## config.mk

```make
export PLATFORM = sky130hd
export DESIGN_NAME = sipo_word_assembler
export DESIGN_NICKNAME = d
export VERILOG_FILES = /design/src/rtl/sipo_word_assembler.sv
export SDC_FILE = /design/constraint.sdc
export NUM_CORES = 1
export LEC_CHECK = 0
export ABC_AREA = 0
export CAP_MARGIN = 30
export CORE_AREA = 5 5 42 44
export CTS_BUF_LIST = sky130_fd_sc_hd__clkbuf_8
export DETAILED_ROUTE_END_ITERATION = 6
export DIE_AREA = 0 0 47 49
export GPL_ROUTABILITY_DRIVEN = 0
export PLACE_DENSITY = 0.72
export SLEW_MARGIN = 20
export SYNTH_ARGS = -nofsm -noshare
export SYNTH_HDL_FRONTEND = slang
export SYNTH_SLANG_ARGS = --single-unit
```

## constraint.sdc

```tcl
create_clock -name clk -period 1.8 [get_ports clk]
set_input_delay 0.36 -clock clk [delete_from_list [all_inputs] [get_ports clk]]
set_output_delay 0.36 -clock clk [all_outputs]
set_load 0.005 [all_outputs]
```

## src/rtl/sipo_word_assembler.sv

```systemverilog
// sipo_word_assembler: collects a serial bit stream into WIDTH-bit words and
// presents each finished word on a registered, double-buffered parallel bus.
// Optional build macro: SIPO_WORD_ASSEMBLER_PARITY_EN. When it is defined, each
// frame carries one extra even-parity bit after the data bits, and out_perr
// flags a parity mismatch on the word it accompanies.
//
// Handshakes: a transfer happens on a rising edge where valid && ready are both
// high. That applies to ser_valid/ser_ready and to out_valid/out_ready. While
// out_valid is high and out_ready is low, out_data and out_perr hold steady.
// out_ready is ignored while out_valid is low.
module sipo_word_assembler #(
  parameter int WIDTH     = 4,
  parameter bit MSB_FIRST = 1'b1
) (
  input  logic                         clk,
  input  logic                         rst,
  input  logic                         clear,
  input  logic                         ser_in,
  input  logic                         ser_valid,
  output logic                         ser_ready,
  output logic [WIDTH-1:0]             out_data,
  output logic                         out_valid,
  input  logic                         out_ready,
  output logic                         out_perr,
  output logic [$clog2(WIDTH+1)-1:0]   bit_cnt
);

  localparam int CW = $clog2(WIDTH + 1);
`ifdef SIPO_WORD_ASSEMBLER_PARITY_EN
  localparam int FRAME = WIDTH + 1;
`else
  localparam int FRAME = WIDTH;
`endif
  localparam logic [CW-1:0] LAST = CW'(FRAME - 1);

  // Output register occupancy; out_valid is the registered copy of this state.
  typedef enum logic {EMPTY = 1'b0, FULL = 1'b1} state_t;
  state_t state;

  logic [WIDTH-1:0] collect;
  logic [WIDTH-1:0] shifted;
  logic [WIDTH-1:0] word_next;
  logic             perr_next;
  logic             at_last;
  logic             accept;
  logic             complete;

  // Only the frame-completing bit can stall, and only when the held word is
  // not being drained on the same edge.
  assign at_last   = (bit_cnt == LAST);
  assign ser_ready = !(at_last && out_valid && !out_ready);
  // clear wins over a simultaneous bit: that bit is dropped.
  assign accept    = ser_valid && ser_ready && !clear;
  assign complete  = accept && at_last;

  // Collect register with the incoming bit folded in at the end that fits the
  // bit order.
  assign shifted = MSB_FIRST ? {collect[WIDTH-2:0], ser_in}
                             : {ser_in, collect[WIDTH-1:1]};

`ifdef SIPO_WORD_ASSEMBLER_PARITY_EN
  // The final bit is the parity bit: data is already complete in collect.
  assign word_next = collect;
  assign perr_next = (^collect) ^ ser_in;
`else
  // The final bit is a data bit and belongs in the delivered word.
  assign word_next = shifted;
  assign perr_next = 1'b0;
`endif

  // Serial collection: shift accepted bits in and count them per frame.
  always_ff @(posedge clk or posedge rst) begin
    if (rst) begin
      collect <= '0;
      bit_cnt <= '0;
    end else if (clear) begin
      collect <= '0;
      bit_cnt <= '0;
    end else if (accept) begin
      if (complete) begin
        collect <= '0;
        bit_cnt <= '0;
      end else begin
        collect <= shifted;
        bit_cnt <= bit_cnt + 1'b1;
      end
    end
  end

  // Output FSM: load on completion (even while FULL and draining), empty on
  // a consume that is not replaced by a new word.
  always_ff @(posedge clk or posedge rst) begin
    if (rst) begin
      state     <= EMPTY;
      out_valid <= 1'b0;
      out_data  <= '0;
      out_perr  <= 1'b0;
    end else begin
      case (state)
        EMPTY: begin
          if (complete) begin
            state     <= FULL;
            out_valid <= 1'b1;
            out_data  <= word_next;
            out_perr  <= perr_next;
          end
        end
        FULL: begin
          if (complete) begin
            state     <= FULL;
            out_valid <= 1'b1;
            out_data  <= word_next;
            out_perr  <= perr_next;
          end else if (out_ready) begin
            state     <= EMPTY;
            out_valid <= 1'b0;
          end
        end
        default: begin
          state     <= EMPTY;
          out_valid <= 1'b0;
        end
      endcase
    end
  end

endmodule

```

# Word-level counts from Yosys, hierarchy flattened
# Index checks and enable logic that the tools add are counted.
# totals
ff_bits	13
in_bits	6
output_inout_bits	10
# classes
addsub	1
eq_ne	3
n_mux	16
bitwise_logic	1
reduce_logical	10
# ops
cell	n
$mux 3	6
$mux 1	7
$logic_and 1x1->1	5
$mux 4	1
$pmux 1 s2	2
$add 3x1->3 const B	1
$eq 3x2->1 const B	1
$logic_not 1->1	3
$ne 3x2->1 const B	1
$ne 2x2->1 const B	1
$reduce_and 2->1	1
$reduce_bool 2->1	1
$not 1->1	1

# Longest topological paths before layout
# depth
depth_word	10
ltp_mapped	4
depth_no_buf	4

# Worst setup path before layout
# OpenSTA, ideal clock, no wires.
# synth_path
kind	register to register
start	register bit_cnt[0]
end	register out_data[0]
setup_ns	0.125
t_arrival_ns	1.300
required_ns	1.675
slack_ns	0.375
stages_incl_launch_ff	5
path_buffers	0
period_less_slack_ns	1.425
path_cell_list	dfrtp_1 > ha_1 > and2b_2 > o2111ai_4 > mux2_4
# synth_between
elab_chain_len	7
# synth_rtl
item	line_no	text
start, declared	25	output logic [$clog2(WIDTH+1)-1:0] bit_cnt
start signal, assigned	85	bit_cnt <= bit_cnt + 1'b1;
$eq 3x2->1 *	50	assign at_last = (bit_cnt == LAST);
$logic_and 1x1->1 (2 in a row)	51	assign ser_ready = !(at_last && out_valid && !out_ready);
$logic_not 1->1	51	
$logic_and 1x1->1 (2 in a row)	53	assign accept = ser_valid && ser_ready && !clear;
$logic_and 1x1->1 *	54	assign complete = accept && at_last;
end signal, assigned	104	out_data <= word_next;
end signal, assigned	112	out_data <= word_next;
end, declared	21	output logic [WIDTH-1:0] out_data,
# Every way passes the cells marked *; elsewhere a longest branch is shown, timed or not.
# A chain may end at the register's enable or synchronous reset.

# Worst setup path after layout
# layout_path
start	register bit_cnt[1]
end	output port ser_ready
# layout_between
elab_chain_len	4
# layout_rtl
item	line_no	text
$eq 3x2->1	50	
$logic_and 1x1->1 (2 in a row)	51	
$logic_not 1->1	51	
end, declared	20	output logic ser_ready,
# No other way between the ends.

==> impl_metrics.json <==
{
  "synth-seq-area-share_pct": 53.9,
  "initial_core_util_pct": 39.7,
  "crit_end": "ser_ready",
  "synth_seq_cells": 12,
  "hpwl_microns": 735,
  "cp_max_fo": 3,
  "syn_area_sq_um": 557,
  "worstPathRequired_ps": 1440,
  "r2r_start": "bit_cnt[1]",
  "cts_buffer_depth": 2,
  "p_leak_nw": 0.383,
  "fill_cells": 125,
  "clkSinkCount": 12,
  "wirelength_microns": 976,
  "drive_above_1_share_pct": 30.6,
  "port_buffers": 14,
  "drt_iter0_markers": 2,
  "grt_overflow": 0,
  "die_w_microns": 47,
  "path_clk_slew_ps": 50,
  "post-route-util_pct": 56.7,
  "numCtsBuffers": 3,
  "ys_warn_count": 0,
  "reg2reg_to": "out_data[0]",
  "rows": 14,
  "synth.distinct_cells": 19,
  "max_cap_violations": 0,
  "arrival_ps": 1220,
  "syn_area_per_cell_sq_um": 13.6,
  "rsz0062_at_grt": "false",
  "nets": 70,
  "areaGrowthSynthToFinish_pct": 42.7,
  "crit_buf_inv": 1,
  "ioPinCount": 16,
  "slew_violations": 0,
  "grt_max_degree": 13,
  "htreeDepth": 1,
  "finalInstanceArea_sq_um": 795,
  "routedWlPerCell_microns": 12.5,
  "n_antenna_cell": 0,
  "cts_hold_buf": 0,
  "critPathMaxStageDelay_ps": 370,
  "cp-end-kind": "output port",
  "clk_latency_ps": 240,
  "setup_viol": 0,
  "min_path_type": "primary input to async pin",
  "via_per_inst": 4.85,
  "crit_type": "register to output port",
  "hold_viol_final": 0,
  "fin_cells": 78,
  "cts_root_buffer": "clkbuf_8",
  "grt_pass1_vias": 427,
  "slowest_stage": "dfrtp_1",
  "antenna_found_initial": 0,
  "period_share_pct": 87.9,
  "synth_cells": 41,
  "syn-num-nets": 48,
  "reg2reg_slack_ps": 360,
  "worst-path-stages": 3,
  "drtAntennaViolNets": 0,
  "cp_cell_sequence": "ha_2 > nand4bb_2 > dlygate4sd2_1",
  "grt_usage_pct": 10.8,
  "die_h_microns": 49,
  "drc_errors": 0,
  "vias": 378,
  "skew_ps": 3.13,
  "grt_pass1_wl_microns": 1760,
  "p_total_mw": 0.698,
  "cp_top_family": "flip-flops",
  "dp.cells": 73,
  "die_area_sq_um": 2300,
  "powerDensity_nw_per_um2": 878,
  "rr_worst_depth": 4,
  "status": "finished, final reports clean",
  "fmax_mhz": 632,
  "startpoint": "bit_cnt[1]",
  "start_kind": "register",
  "finalCriticalPeriod_ps": 1580,
  "cts_tree": "done",
  "irDropWorstVdd_uv": 417,
  "placed_area_sq_um": 732,
  "firstDrtPassIters": 2,
  "hold_ws_ps": 430,
  "core-area_sq_um": 1400
}
registers in the layout, indices dropped and copies added (netlist names):
signal	count
collect	3
bit_cnt	3
out_valid	1
state	1
out_data	4
per-layer routing:
layer  track usage, %  wire length, microns  up-vias
met5                0                     0        -
met4             8.29                    31        0
met3             3.32                    65        4
met2             14.9                   421       13
met1             13.5                   458      177
li1                 -                     -      184
placed cells by master (no fill, tap or decap):
cell type / count
mux2_2: 1
clkdlybuf4s50_1: 12
dlygate4sd2_1: 2
a21oi_2: 1
and3_1: 1
conb_1: 1
clkbuf_8: 4
a21oi_1: 1
a41o_1: 1
mux2_4: 4
ha_2: 1
nand2_1: 4
o2111ai_4: 1
o21ai_0: 1
nand2b_1: 1
nor3b_2: 1
dfrtp_1: 12
buf_4: 4
inv_1: 4
and2b_2: 1
nand4bb_2: 1
a22o_1: 3
cell type report:
cell class | count | area [sq um] | area share, %
Sequential cell | 12 | 300 | 37.8
Inverter | 4 | 15.0 | 1.89
Multi-Input combinational cell | 24 | 236 | 29.8
Tap cell | 16 | 20.0 | 2.52
Timing Repair Buffer | 18 | 168 | 21.1
Clock buffer | 4 | 55.1 | 6.93
worst register-to-register path, cell delays in order, from the launching register on:
cell       delay [ps]
dfrtp_1           370
ha_2              210
and2b_2           190
o2111ai_4         200
mux2_4            350
cells by family after synthesis:
family,Yosys count,share of synthesized area (%)
other,1,0.674
buffers and inverters,5,4.04
flip-flops,12,53.9
multiplexers,5,12.8
adder cells (fa/ha/maj),1,2.25
AND/OR/NAND/NOR,9,11.7
AO/OA/AOI/OAI,8,14.6
repair_timing:
action,in CTS,in global routing
gates resized for setup,3,0
setup endpoints to repair,1,0
buffers inserted,1,0
power by group:
part | internal [mW] | switching (mW)
combinational | 0.0634 | 0.0401
clock | 0.193 | 0.0960
sequential | 0.289 | 0.0158
stage by stage:
step	worst slack (ps)	setup TNS [ps]
6_report	217	0
5_1_grt	126	0
4_1_cts	209	0
3_5_place_dp	-176	-176
3_3_place_gp	-177	-177
2_1_floorplan	375	0
how the worst min path moves through the flow:
stage | cells past startpoint | from | endpoint | slack (ps)
after floorplan | 1 | rst | bit_cnt[0] | 220
after global placement | 1 | collect[2] | collect[2] | 490
after detailed placement | 1 | out_data[1] | out_data[1] | 490
after CTS | 2 | rst | out_data[2] | 450
after global routing | 2 | rst | collect[0] | 480
final | 2 | rst | bit_cnt[1] | 430
cells in the mapped netlist:
| master | count | area share [%] |
|---|---|---|
| nand2b_1 | 1 | 1.1 |
| nand2_1 | 4 | 2.7 |
| buf_4 | 1 | 1.3 |
| mux2_4 | 4 | 11 |
| ha_1 | 1 | 2.2 |
| a21oi_2 | 1 | 1.6 |
| o21ai_0 | 1 | 0.90 |
| a22o_1 | 3 | 4.7 |
| a21oi_1 | 1 | 0.90 |
| and3_1 | 1 | 1.1 |
| nand4bb_2 | 1 | 2.9 |
| and2b_2 | 1 | 1.6 |
| inv_1 | 4 | 2.7 |
| o2111ai_4 | 1 | 4.7 |
| dfrtp_1 | 12 | 54 |
| mux2_2 | 1 | 2.0 |
| a41o_1 | 1 | 1.8 |
| conb_1 | 1 | 0.67 |
| nor3b_2 | 1 | 2.2 |
Power figures use the tool's default switching activity.
